$ cat config.mk
export PLATFORM = sky130hd
export DESIGN_NAME = hazard_unit_mc
export DESIGN_NICKNAME = d
export VERILOG_FILES = /design/src/rtl/hazard_unit_mc.sv
export SDC_FILE = /design/constraint.sdc
export NUM_CORES = 1
export LEC_CHECK = 0
export ABC_AREA = 1
export BUFFER_PORTS_ARGS = -buffer_cell sky130_fd_sc_hd__buf_4
export CORE_MARGIN = 2
export CORE_UTILIZATION = 42
export DETAILED_ROUTE_END_ITERATION = 12
export PLACE_DENSITY = 0.83
export SLEW_MARGIN = 40
export SYNTH_ARGS = -nofsm -noshare
export SYNTH_HDL_FRONTEND = slang
export SYNTH_SLANG_ARGS = --single-unit
$ cat constraint.sdc
create_clock -name clk -period 1.4 [get_ports clk]
set_input_delay 0.07 -clock clk [delete_from_list [all_inputs] [get_ports clk]]
set_output_delay 0.07 -clock clk [all_outputs]
set_load 0.01 [all_outputs]
$ cat src/rtl/hazard_unit_mc.sv
// hazard_unit_mc: hazard/forwarding controller for the 5-stage F/D/E/M/W pipeline.
// Produces per-stage stall/flush enables, D/E forwarding selects and sequences a
// multi-cycle divider. It also holds E while a load waits for data_ok_m, and it
// keeps an exception flush pending until that memory wait resolves.
// Optional feature: define HAZARD_PERF_EN to build the stall_cyc/div_cyc counters.
// Without that define, the counter outputs are tied to 0.
module hazard_unit_mc #(
  parameter int REG_AW     = 5,
  parameter int DIV_CYCLES = 33,
  parameter int CNT_W      = 32
) (
  input  logic              clk,
  input  logic              resetn,
  input  logic [REG_AW-1:0] rs_d,
  input  logic [REG_AW-1:0] rt_d,
  input  logic              use_rs_d,
  input  logic              use_rt_d,
  input  logic              branch_d,
  input  logic              jr_d,
  input  logic [REG_AW-1:0] rs_e,
  input  logic [REG_AW-1:0] rt_e,
  input  logic [REG_AW-1:0] wreg_e,
  input  logic              regwrite_e,
  input  logic              memtoreg_e,
  input  logic [1:0]        hilo_rd_e,
  input  logic              div_start_e,
  input  logic [REG_AW-1:0] wreg_m,
  input  logic              regwrite_m,
  input  logic              memtoreg_m,
  input  logic              hilo_wr_m,
  input  logic              data_ok_m,
  input  logic [REG_AW-1:0] wreg_w,
  input  logic              regwrite_w,
  input  logic              hilo_wr_w,
  input  logic              excp_m,
  output logic              stall_f,
  output logic              stall_d,
  output logic              stall_e,
  output logic              stall_m,
  output logic              flush_d,
  output logic              flush_e,
  output logic              flush_m,
  output logic              flush_w,
  output logic              fwd_a_d,
  output logic              fwd_b_d,
  output logic [1:0]        fwd_a_e,
  output logic [1:0]        fwd_b_e,
  output logic [1:0]        fwd_hilo_e,
  output logic              div_busy,
  output logic              div_done,
  output logic [CNT_W-1:0]  stall_cyc,
  output logic [CNT_W-1:0]  div_cyc
);

  localparam int DCW = $clog2(DIV_CYCLES + 1);

  typedef enum logic [1:0] {DIV_IDLE, DIV_BUSY, DIV_DONE} divState_t;

  divState_t      divState;
  logic [DCW-1:0] divCnt;
  logic           divBusy;
  logic           divDone;
  logic           flushPend;

  logic memWait, flushNow;
  logic luStall, brHitE, brHitM, divStall, dStall;
  logic rsIsBrSrc;

  // Register 0 is hardwired to zero, so it never creates a dependency.
  function automatic logic regMatch(input logic [REG_AW-1:0] src,
                                    input logic [REG_AW-1:0] dst);
    return (src != '0) && (src == dst);
  endfunction

  assign memWait   = memtoreg_m & ~data_ok_m;
  // An exception fires immediately, or it fires when the memory wait that delayed it ends.
  assign flushNow  = ~memWait & (excp_m | flushPend);

  assign luStall   = memtoreg_e & ((use_rs_d & regMatch(rs_d, wreg_e)) |
                                   (use_rt_d & regMatch(rt_d, wreg_e)));
  // Both branch types compare rs. Only compare-branches also compare rt.
  assign rsIsBrSrc = branch_d | jr_d;
  assign brHitE    = regwrite_e & ((rsIsBrSrc & regMatch(rs_d, wreg_e)) |
                                   (branch_d  & regMatch(rt_d, wreg_e)));
  assign brHitM    = memtoreg_m & ((rsIsBrSrc & regMatch(rs_d, wreg_m)) |
                                   (branch_d  & regMatch(rt_d, wreg_m)));

  // Lower-priority stall sources are masked by every higher-priority condition.
  assign divStall  = divBusy & ~memWait & ~flushNow;
  assign dStall    = (luStall | brHitE | brHitM) & ~memWait & ~flushNow & ~divBusy;

  assign stall_f   = memWait | divStall | dStall;
  assign stall_d   = memWait | divStall | dStall;
  assign stall_e   = memWait | divStall;
  assign stall_m   = memWait;
  assign flush_d   = flushNow;
  assign flush_e   = flushNow | dStall;
  assign flush_m   = flushNow | divStall;
  assign flush_w   = memWait;

  assign fwd_a_d   = regMatch(rs_d, wreg_m) & regwrite_m & ~memtoreg_m;
  assign fwd_b_d   = regMatch(rt_d, wreg_m) & regwrite_m & ~memtoreg_m;

  assign div_busy  = divBusy;
  assign div_done  = divDone;

  // E-stage operand and HI/LO forwarding selects: the M stage has priority over W.
  always_comb begin
    // NOTE: every output gets a default first, so no path can leave it unassigned and infer a latch.
    fwd_a_e    = 2'b00;
    fwd_b_e    = 2'b00;
    fwd_hilo_e = 2'b00;
    if (regMatch(rs_e, wreg_m) && regwrite_m && !memtoreg_m) fwd_a_e = 2'b10;
    else if (regMatch(rs_e, wreg_w) && regwrite_w)           fwd_a_e = 2'b01;
    if (regMatch(rt_e, wreg_m) && regwrite_m && !memtoreg_m) fwd_b_e = 2'b10;
    else if (regMatch(rt_e, wreg_w) && regwrite_w)           fwd_b_e = 2'b01;
    if ((hilo_rd_e != 2'b00) && hilo_wr_m) fwd_hilo_e = 2'b01;
    else if (hilo_wr_w)                    fwd_hilo_e = 2'b10;
  end

  // Divider sequencer: IDLE -> BUSY for DIV_CYCLES-1 cycles -> DONE for one cycle -> IDLE.
  // The busy/done flags are registered alongside the state.
  always_ff @(posedge clk or negedge resetn) begin
    // NOTE: sequential state uses non-blocking assignments, so every flop samples pre-edge values.
    if (!resetn) begin
      divState <= DIV_IDLE;
      divCnt   <= '0;
      divBusy  <= 1'b0;
      divDone  <= 1'b0;
    end else if (flushNow) begin
      divState <= DIV_IDLE;
      divCnt   <= '0;
      divBusy  <= 1'b0;
      divDone  <= 1'b0;
    end else begin
      case (divState)
        DIV_IDLE: begin
          if (div_start_e) begin
            divState <= DIV_BUSY;
            divCnt   <= DCW'(DIV_CYCLES - 1);
            divBusy  <= 1'b1;
          end
        end
        DIV_BUSY: begin
          if (divCnt == DCW'(1)) begin
            divState <= DIV_DONE;
            divBusy  <= 1'b0;
            divDone  <= 1'b1;
          end else begin
            divCnt <= divCnt - DCW'(1);
          end
        end
        DIV_DONE: begin
          // A div_start_e seen here comes from the same instruction, so it is ignored.
          divState <= DIV_IDLE;
          divDone  <= 1'b0;
        end
        default: begin
          divState <= DIV_IDLE;
          divBusy  <= 1'b0;
          divDone  <= 1'b0;
        end
      endcase
    end
  end

  // An exception taken during a memory wait is remembered until the wait ends.
  always_ff @(posedge clk or negedge resetn) begin
    if (!resetn) flushPend <= 1'b0;
    else         flushPend <= memWait & (excp_m | flushPend);
  end

`ifdef HAZARD_PERF_EN
  logic [CNT_W-1:0] stallCyc;
  logic [CNT_W-1:0] divCyc;

  // Performance counters: these wrap naturally and hold during an exception flush.
  always_ff @(posedge clk or negedge resetn) begin
    if (!resetn) begin
      stallCyc <= '0;
      divCyc   <= '0;
    end else begin
      if (stall_f && !flushNow) stallCyc <= stallCyc + CNT_W'(1);
      if (divBusy && !flushNow) divCyc   <= divCyc + CNT_W'(1);
    end
  end

  assign stall_cyc = stallCyc;
  assign div_cyc   = divCyc;
`else
  assign stall_cyc = '0;
  assign div_cyc   = '0;
`endif

endmodule

* Word-level counts from Yosys, hierarchy flattened *
Index checks and enable logic that the tools add are counted.

operators by class
  muxes and demuxes = 21
  bitwise gates (word level) = 37
  reductions and logical operators = 27
  $add $sub $neg = 1
  eq/ne operators = 16

operators by type and width
  operator                                                                count
  5-bit equality test                                                     8
  1-bit bitwise AND                                                       21
  5-bit nonzero test                                                      4
  6-bit 2-to-1 mux                                                        3
  1-bit logical AND                                                       15
  2-bit 2-to-1 mux                                                        7
  6-bit case mux with 2 select lines                                      1
  1-bit OR                                                                11
  3-bit != test (second input constant)                                   3
  1-bit 2-to-1 mux                                                        7
  6-bit by 1-bit equality test with 1-bit output (second input constant)  1
  3-bit AND reduction                                                     2
  6-bit by 1-bit subtractor with 6-bit output (second input constant)     1
  1-bit NOT                                                               5
  2-bit != test (second input constant)                                   2
  2-bit case mux with 2 select lines                                      1
  2-bit AND reduction                                                     2
  1-bit case mux with 3 select lines                                      1
  3-bit nonzero test                                                      1
  2-bit by 1-bit equality test with 1-bit output (second input constant)  1
  2-bit equality test (second input constant)                             1
  2-bit logical NOT                                                       1
  1-bit case mux with 2 select lines                                      1
  2-bit nonzero test                                                      1
  1-bit logical NOT                                                       1

storage, ports and cells
  output and inout port bits = 82
  input port bits = 53
  register bits = 11
  word-level logic and storage cells = 107

* Longest topological paths before layout *
Gate-level depths: netlist (run 1).

  depth after elaboration = 11
  gate-level depth with buffers = 13

* Worst setup path before layout (run 1) *
No wires, ideal clock.

  path kind = register to output
  start point = register flushPend
  end point = output stall_f
  stages on the path, launching flop included = 7
  path buffers = 1
  path slack = 0.038 ns
  arrival = 1.292 ns
  cells stage by stage = dfrtp_1 > nor2_2 > inv_1 > o21ai_0 > inv_1 > nand2_1 > buf_4

on the way
  word-level cells in the longest chain between the ends = 6
  elaborated cells on any way between the ends = 8
  those cells by class = bitwise: 8

ends and longest elaborated chain
  item                    line  RTL
  from (decl)             63    logic flushPend;
  from (signal assigned)  170   else flushPend <= memWait & (excp_m | flushPend);
  1-bit OR                77    assign flushNow = ~memWait & (excp_m | flushPend);
  1-bit bitwise AND       77
  1-bit NOT               89    assign divStall = divBusy & ~memWait & ~flushNow;
  1-bit bitwise AND       89
  1-bit OR                --
  net stall_e             38    output logic stall_e,
  1-bit OR                92    assign stall_f = memWait | divStall | dStall;
  to (decl)               36    output logic stall_f,

The timed path passes the listed nets, and every way through them passes these cells.

* Final worst setup path (run 1) *
  start point = register divCnt[1]
  end point = register divCnt[5]

on the way
  word-level cells in the longest chain between the ends = 4
  elaborated cells on any way between the ends = 7
  those cells by class = add/sub: 1; eq/ne: 2; mux: 3; reduce/logical: 1

ends and longest elaborated chain
  item                                         line  RTL
  from (decl)                                  60    logic [DCW-1:0] divCnt;
  from (signal assigned)                       140   divCnt <= DCW'(DIV_CYCLES - 1);
  from (signal assigned)                       150   divCnt <= divCnt - DCW'(1);
  6-bit by 1-bit subtractor with 6-bit output  150
  6-bit 2-to-1 mux                             145   if (divCnt == DCW'(1)) begin
  6-bit case mux with 2 select lines           136   case (divState)
  6-bit 2-to-1 mux                             130   end else if (flushNow) begin

Several ways; a longest one is shown, not always the timed one. The select of a mux whose other input is x is not followed.
A chain may end at the register's enable or synchronous reset.

==> flow_summary.toml, run 1 <==
[job]
cap_violations = 0

[worst_setup_path]
cp-start-kind = "flip-flop"
crit_path_max_fanout = 6
critPathLaunch = "divCnt[1]$_DFFE_PN0P_"
r2r-start = "divCnt[1]$_DFFE_PN0P_"
required_ns = 1.53
worstPathArrival_ns = 1.55
crit_path_end_kind = "flip-flop"
worstSetupPathType = "reg -> reg"

[timing]
fin_crit_ns = 1.41
fin_ws_ns = -0.0149
drv_slew = 0
setup_viol = 1
fin_tns_setup_ns = -0.0149
timing.final.crit_share_pct = 101
max_freq_ghz = 0.707
timing.hold.ws_ns = 0.127
skew_ns = 0.00293
rsz0062_at_grt = "yes"
finalHoldViolations = 0

[grt]
grt_max_degree = 12
grt-ovfl-total = 0
grt_pass1_wl_um = 6620
antenna_found_initial = 0
grt_pass1_vias = 1617
grt_usage_pct = 16.3

[floorplanning]
rows = 24
dieHeight_um = 70.2
coreArea_um2 = 4290
io_pins = 135
initial_core_util_pct = 42.9
die_w_um = 70.2
die_area_um2 = 4930

[synth]
synth_area_leaders = "buf_4, dfrtp_1, nand2_1"
synth_top_area_share_pct = 26.9
syn-cell-area_um2 = 1840
yosysTopAreaCell = "buf_4"
ys_warn_count = 0
ys_async_sr_fraction_pct = 100
yosysMostFrequentCell = "buf_4"
avgSynthCellArea_um2 = 6.65
syn_inst = 277
synth_edf_count = 0
synth_flop_cell = "dfrtp_1"
ys_ff_latch = 11
synth_cell_types = 30
synthTopCellsByCount = "buf_4, nand2_1, inv_1"
yosysSeqAreaShare_pct = 14.9

[drt]
via_per_inst = 4.40
drtAntennaViolNets = 0
drc = 0
dr.pass1.iters = 4
drt_wl_total_um = 4330
wl_per_cell_um = 10.5
drt_iter0_markers = 48
vias = 1808

[power]
seqPwrFrac_pct = 23.3
power.internal_w = 0.00132
peakVddDrop_v = 0.000707
power.switching_w = 0.000972
p_clk_share_pct = 14.5
p_total_w = 0.00229
p_comb_share_pct = 62.1
switching_share_pct = 42.5
p_leak_nw = 1.30
p_per_area_nw_per_um2 = 971

[placement]
place_congestion = 0.875
io_buffers = 70
placed_area_um2 = 2210
dp_hpwl_um = 3620

[cts]
worstSkewPairLatency_ns = 0.25
cts_tree = "done"
clock_sink_count = 11
clk_pin_slew_ns = 0.05
cts_made_buffers = 3
cts.path.max_buffers = 2
cts-root-buf = "clkbuf_8"
cts-htree-levels = 1

[finish]
syn_to_final_growth_pct = 27.8
drive_gt1_share_pct = 30.4
nNetsFinal = 415
fin_area_um2 = 2360
diodes = 0

[worst_hold_path]
hold_start = "excp_m"
hp-class = "in -> reg"

[outcome]
violations = "setup timing"
status = "finished with violations"
worst max-delay path, stage by stage (launching register included):
cell and delay, ns:
dfrtp_1 0.39, inv_2 0.08, ha_4 0.12, nand4_1 0.11, buf_4 0.18, nor2_4 0.13, nor2_4 0.07, inv_4 0.07
nor2_2 0.04, nand2_1 0.05, o21ai_1 0.05
layout by cell type (no fill, tap or decap), drive strengths merged, types with 2 or more instances in the layout:
master and count:
ha 2, conb 64, dfrtp 11, nand2 47, xor2 12, nor4 2, nand4 7, o21a 2
o21ai 10, nor2 32, nand3 13, a21oi 5, or2 3, clkbuf 4, buf 83, nor3 8
inv 30, xnor2 18
routing by layer:
| layer | vias up | GRT usage [%] | share of wire, % |
|---|---|---|---|
| met5 | - | 0 | 0 |
| met4 | 0 | 8.12 | 3.5 |
| met3 | 15 | 2.02 | 6.3 |
| met2 | 83 | 30.2 | 51 |
| met1 | 803 | 18.1 | 39 |
| li1 | 907 | - | - |
registers in the layout, indices dropped and copies added, names as in the netlist:
signal,count
div_busy,1
flushPend,1
div_done,1
divCnt,6
divState,2
worst paths after layout:
kind,slack [ns],cells past startpoint,end
setup / recovery,-0.01,10,divCnt[5]$_DFFE_PN0P_
hold / removal,0.13,3,flushPend$_DFF_PN0_
setup reg to reg,-0.01,10,divCnt[5]$_DFFE_PN0P_
hold reg to reg,0.55,2,div_done$_DFFE_PN0P_
max in group asynchronous,1.05,2,divCnt[5]$_DFFE_PN0P_
min in group asynchronous,0.20,2,divState[1]$_DFFE_PN0P_
layout make-up:
class | count | area, um^2
fill | 397 | 1940
multi-input combinational | 230 | 1220
timing repair buffer | 84 | 633
sequential | 11 | 275
inverter | 30 | 118
tap | 52 | 65.1
clock buffer | 4 | 45.0
logic make-up after synthesis:
group / count (synthesis) / synth area share, %
AOI/OAI and AO/OA: 21 / 6.58
xor gates and xnor gates: 30 / 14.3
adders and majority gates: 2 / 1.36
buffers and inverters: 99 / 33.9
DFF: 11 / 14.9
other: 1 / 0.203
and+or+nand+nor: 113 / 28.7
metrics by stage:
step / setup WS (ns) / instances / utilization, %
5_1_grt: -0.0874 / 411 / 54.9
2_1_floorplan: 0.0376 / 340 / -
3_5_place_dp: -0.0548 / 400 / 51.5
6_report: -0.0149 / 411 / 54.9
4_1_cts: 0.0102 / 408 / 53.5
3_3_place_gp: 0.0573 / 400 / 51.5
what timing repair did:
| item | in CTS | in global routing |
|---|---|---|
| buffers inserted | 3 | 3 |
| resized for setup | 5 | 9 |
| hold buffers | 1 | 0 |
| endpoints found under the hold margin | 11 | 0 |
| pin swaps | 4 | 4 |
| endpoints found under the setup margin | 8 | 11 |
power by group through the flow:
stage	combinational [W]	sequential (W)	clock [W]
2_1_floorplan	0.000880	0.000526	0
3_3_place_gp	0.00122	0.000512	0
3_5_place_dp	0.00124	0.000519	0
4_1_cts	0.00129	0.000522	0.000336
5_1_grt	0.00157	0.000548	0.000344
6_report	0.00142	0.000534	0.000333
No activity file was read; power rests on OpenSTA's default activity.
==> inputs of run 2 (changes only) <==
- CTS_BUF_LIST: unset -> sky130_fd_sc_hd__clkbuf_8
- PLACE_DENSITY: 0.83 -> 0.8
- clock period: 1.4 -> 1.55 ns (I/O delays scaled with it)
==> flow_summary.toml, run 2 (synthesized netlist as in run 1, its figures left out) <==
[outcome]
status = "finished clean"

[job]
cap_violations = 0

[finish]
top_regs = "divCnt: 6 flops, divState: 2 flops"
syn_to_final_growth_pct = 21.7
top_register = "divCnt"
drive_gt1_share_pct = 26.7
nNetsFinal = 404
stdcell_count = 400
diodes = 0
final_cell_mix = "buf_4, conb_1, nand2_1, inv_1, nor2_1"
mostFrequentLayoutCell = "buf_4"
largest_register_ffs = 6

[floorplanning]
die_w_um = 70.2
die_area_um2 = 4930
initial_core_util_pct = 42.9
rows = 24
io_pins = 135
coreArea_um2 = 4290
dieHeight_um = 70.2

[cts]
cts_tree = "done"
clock_sink_count = 11
clk_pin_slew_ns = 0.05
cts-htree-levels = 1
worstSkewPairLatency_ns = 0.25
cts_made_buffers = 3
cts.path.max_buffers = 2
cts-root-buf = "clkbuf_8"

[placement]
place_congestion = 0.939
dp.cells = 394
place_ws_ns = 0.0821
dp_hpwl_um = 3580
io_buffers = 70

[timing]
fin_crit_ns = 1.42
fin_ws_ns = 0.133
finalHoldViolations = 0
setup_viol = 0
max_freq_ghz = 0.706
drv_slew = 0
timing.hold.ws_ns = 0.127
timing.final.crit_share_pct = 91.4
fin_tns_setup_ns = 0
skew_ns = 0.00366

[drt]
drtAntennaViolNets = 0
drt_iter0_markers = 48
wl_per_cell_um = 10.7
via_per_inst = 4.32
drc = 0
vias = 1729
drt_wl_total_um = 4270
dr.pass1.iters = 6

[worst_hold_path]
hp-class = "in -> reg"
worstHoldPathCells = 4

[worst_setup_path]
crit_path_max_fanout = 4
required_ns = 1.47
crit_path_end_kind = "output pin"
cp-start-kind = "flip-flop"
worstPathArrival_ns = 1.34
ff2ff_path_depth = 8
worstSetupPathType = "reg -> out"

[power]
seqPwrFrac_pct = 26.5
p_leak_nw = 1.25
p_clk_share_pct = 15.6
power.switching_w = 0.000824
p_comb_share_pct = 57.8
switching_share_pct = 44.4
p_total_w = 0.00186
power.internal_w = 0.00103
p_per_area_nw_per_um2 = 828
peakVddDrop_v = 0.000878

[grt]
grt_pass1_vias = 1548
grt_max_degree = 12
antenna_found_initial = 0
grt_pass1_wl_um = 6910
grt_usage_pct = 17.1
grt-ovfl-total = 0
## run 2: metrics by stage
stage | util [%] | instance area, um^2
global placement | 50.5 | 2170
detailed placement | 50.5 | 2170
finish | 52.2 | 2240
floorplan | - | 2080
global route | 52.2 | 2240
CTS | 51.7 | 2220
## run 2: layout make-up
class | count | area (um^2)
Clock buffer | 3 | 41.3
Clock inverter | 1 | 3.75
Fill cell | 450 | 2050
Inverter | 30 | 115
Multi-Input combinational cell | 230 | 1190
Sequential cell | 11 | 275
Tap cell | 52 | 65.1
Timing Repair Buffer | 73 | 551
## run 2: worst paths after layout
path | from | to | slack, ns
min in group asynchronous | resetn | div_busy$_DFFE_PN0P_ | 0.20
worst max-delay path | flushPend$_DFF_PN0_ | stall_f | 0.13
worst min-delay path | data_ok_m | flushPend$_DFF_PN0_ | 0.13
worst min register to register | divState[1]$_DFFE_PN0P_ | div_done$_DFFE_PN0P_ | 0.56
worst max register to register | divCnt[2]$_DFFE_PN0P_ | divCnt[5]$_DFFE_PN0P_ | 0.15
max in group asynchronous | resetn | divCnt[1]$_DFFE_PN0P_ | 1.19
## run 2: power by group through the flow
stage / clock network (W) / logic, W / registers [W]
floorplan: 0 / 0.000795 / 0.000475
detailed placement: 0 / 0.00103 / 0.000483
global route: 0.000309 / 0.00120 / 0.000505
global placement: 0 / 0.00102 / 0.000480
CTS: 0.000298 / 0.00104 / 0.000483
finish: 0.000290 / 0.00107 / 0.000492
## run 2: routing by layer
metal / share of wire, % / vias up / wire (um) / track usage (%)
li1: - / 879 / - / -
met1: 38 / 764 / 1630 / 20.0
met2: 53 / 81 / 2280 / 31.0
met3: 7.0 / 5 / 299 / 3.03
met4: 1.2 / 0 / 53 / 5.77
met5: 0 / - / 0 / 0
## run 2: what timing repair did
item                                    4_1_cts  5_1_grt
hold endpoints to repair                     11        0
resized for setup                             0        7
hold buffers                                  1        0
endpoints found under the setup margin        0        6
setup buffers                                 0        1
## run 2: critical path, cell delays in order (launching register included)
cell and delay, ns:
dfrtp_1 0.40, nor2_4 0.15, inv_1 0.07, o21ai_0 0.21, inv_1 0.06, nand2_1 0.08
buf_4 0.12
==> inputs of run 3 (changes only) <==
- BUFFER_PORTS_ARGS: -buffer_cell sky130_fd_sc_hd__buf_4 -> unset
- CORE_UTILIZATION: 42 -> 60
- DONT_BUFFER_PORTS: unset -> 1
- PLACE_DENSITY: 0.8 -> 0.76
- clock period: 1.55 -> 1.2 ns (I/O delays scaled with it)
==> flow_summary.toml, run 3 (synthesized netlist as in run 1, its figures left out) <==
[cts]
cts_made_buffers = 3
cts-htree-levels = 1
cts-root-buf = "clkbuf_8"
clk_pin_slew_ns = 0.05
cts_tree = "done"
worstSkewPairLatency_ns = 0.24
clock_sink_count = 11
cts.path.max_buffers = 2

[worst_setup_path]
cpMaxStageDelayCell = "dfrtp_1"
crit_path_end_kind = "flip-flop"
r2r-start = "divCnt[1]$_DFFE_PN0P_"
required_ns = 1.32
rrSetupSlack_ns = -0.38
worstSetupPathType = "reg -> reg"
cp_slowest_stage_delay_ns = 0.38
path_common_cell = "buf_4"
cp-start-kind = "flip-flop"
path_cells = "inv_2 > buf_4 > buf_4 > nand4_1 > a21boi_0 > o21ai_0 > nand2_1 > o21ai_1"
crit_path_max_fanout = 2
critPathTopFamily = "compound AO/OA/AOI/OAI gates"
worstPathArrival_ns = 1.70
ff2ff_path_depth = 8
worstReg2RegEnd = "divCnt[5]$_DFFE_PN0P_"
cp_num_buf_inv = 3

[timing]
drv_slew = 0
rsz0062_at_grt = "yes"
setup_viol = 14
worst_slew_pin_slew_ns = 0.536
finalHoldViolations = 0
timing.hold.ws_ns = 0.0940
skew_ns = 0.00339
relSlewSlack_pct = 64.1
max_freq_ghz = 0.632
fin_crit_ns = 1.58
fin_ws_ns = -0.381
timing.final.crit_share_pct = 132

[floorplanning]
die_w_um = 59.4
io_pins = 135
die_area_um2 = 3530
dieHeight_um = 59.4
rows = 20
coreArea_um2 = 2980
initial_core_util_pct = 61.9

[power]
p_per_area_nw_per_um2 = 1350
p_clk_share_pct = 13.7
seqPwrFrac_pct = 24.4
peakVddDrop_v = 0.00171
power.internal_w = 0.00156
p_leak_nw = 1.07
p_comb_share_pct = 62.0
switching_share_pct = 44.1
power.switching_w = 0.00123

[drt]
route.met3.wl_um = 340
routed.top_layer = "met4"
drt_wl_total_um = 4150
via_per_inst = 4.86
dr.pass1.iters = 4
drt_iter0_markers = 47
drtAntennaViolNets = 0
wl_met1_um = 1590
route.met2.wl_um = 2190
drc = 0
vias = 1653
wl_per_cell_um = 12.2

[outcome]
status = "finished with violations"
violations = "setup timing"

[finish]
syn_to_final_growth_pct = 11.5
drive_gt1_share_pct = 23.1
top_register = "divCnt"
top_regs = "divCnt: 6 flops, divState: 2 flops"
nNetsFinal = 363
diodes = 0
final_cell_mix = "conb_1, nand2_1, buf_4, inv_1, nor2_1"
mostFrequentLayoutCell = "conb_1"
largest_register_ffs = 6
fillers = 272

[grt]
grt_pass1_vias = 1423
grt_usage_pct = 21.4
grt_pass1_wl_um = 5860
grt-ovfl-total = 0
antenna_found_initial = 0
grt_max_degree = 12

[worst_hold_path]
hold_start = "div_start_e"
min_to = "div_busy$_DFFE_PN0P_"
hp-class = "in -> reg"
worstHoldPathCells = 4

[placement]
dp_hpwl_um = 3220
place_congestion = 0.830
place_ws_ns = -0.165
io_buffers = 0

[job]
cap_violations = 0
[run 3: cell count changes in the layout (fill, tap and decap cells not counted), moves of 3 or more]
cell,delta
nand2_1,-6
nand2_4,+3
buf_6,+5
inv_1,-3
nand2_2,+3
buf_4,-47
[run 3: worst reg2reg max path: stages, from the launching register on]
cell and delay [ns]:
dfrtp_1 0.38, inv_2 0.09, buf_4 0.12, buf_4 0.10, nand4_1 0.14, a21boi_0 0.29
o21ai_0 0.18, nand2_1 0.10, o21ai_1 0.06
[run 3: timing repair]
action	4_1_cts	5_1_grt
hold endpoints to repair	11	0
setup buffers	3	8
setup endpoints to repair	13	15
resized for setup	16	24
pin swaps	8	13
hold buffers	1	0
[run 3: through the flow]
stage               cell area, um^2  cells  power (W)  TNS [ns]  util (%)
floorplan                      2090    340    0.00164    -0.344         -
CTS                            1910    334    0.00240     -1.39      64.0
finish                         2060    340    0.00279     -2.37      69.0
detailed placement             1780    326    0.00189    -0.878      59.9
global placement               1780    326    0.00187    -0.552      59.9
global route                   2060    340    0.00301     -3.41      69.0
[run 3: how the worst max path moves through the flow]
stage,end,startpoint,slack (ns),depth (start not counted)
floorplan,divCnt[5]$_DFFE_PN0P_,flushPend$_DFF_PN0_,-0.1,10
global placement,div_busy$_DFFE_PN0P_,divCnt[1]$_DFFE_PN0P_,-0.11,7
detailed placement,divCnt[5]$_DFFE_PN0P_,divCnt[1]$_DFFE_PN0P_,-0.17,9
CTS,divCnt[5]$_DFFE_PN0P_,divCnt[1]$_DFFE_PN0P_,-0.16,9
global route,divCnt[5]$_DFFE_PN0P_,divCnt[1]$_DFFE_PN0P_,-0.43,8
finish,divCnt[5]$_DFFE_PN0P_,divCnt[1]$_DFFE_PN0P_,-0.38,8
[run 3: metal layers]
metal | global-route usage [%] | up-vias
li1 | - | 800
met1 | 25.1 | 764
met2 | 39.2 | 85
met3 | 5.68 | 4
met4 | 3.57 | 0
met5 | 0 | -
[run 3: area by class of cell]
| class | count | area [um^2] | share of cell area [%] |
|---|---|---|---|
| Clock inverter | 1 | 5.00 | 0.243 |
| Timing Repair Buffer | 32 | 274 | 13.3 |
| Inverter | 30 | 120 | 5.84 |
| Multi-Input combinational cell | 230 | 1300 | 63.1 |
| Tap cell | 33 | 41.3 | 2.01 |
| Clock buffer | 3 | 41.3 | 2.01 |
| Sequential cell | 11 | 277 | 13.5 |
[run 3: power by group through the flow]
| stage | Sequential, W | Combinational [W] | Clock, W |
|---|---|---|---|
| 3_3_place_gp | 0.000618 | 0.00126 | 0 |
| 6_report | 0.000678 | 0.00173 | 0.000381 |
| 3_5_place_dp | 0.000624 | 0.00126 | 0 |
| 2_1_floorplan | 0.000614 | 0.00103 | 0 |
| 5_1_grt | 0.000694 | 0.00191 | 0.000403 |
| 4_1_cts | 0.000647 | 0.00137 | 0.000383 |
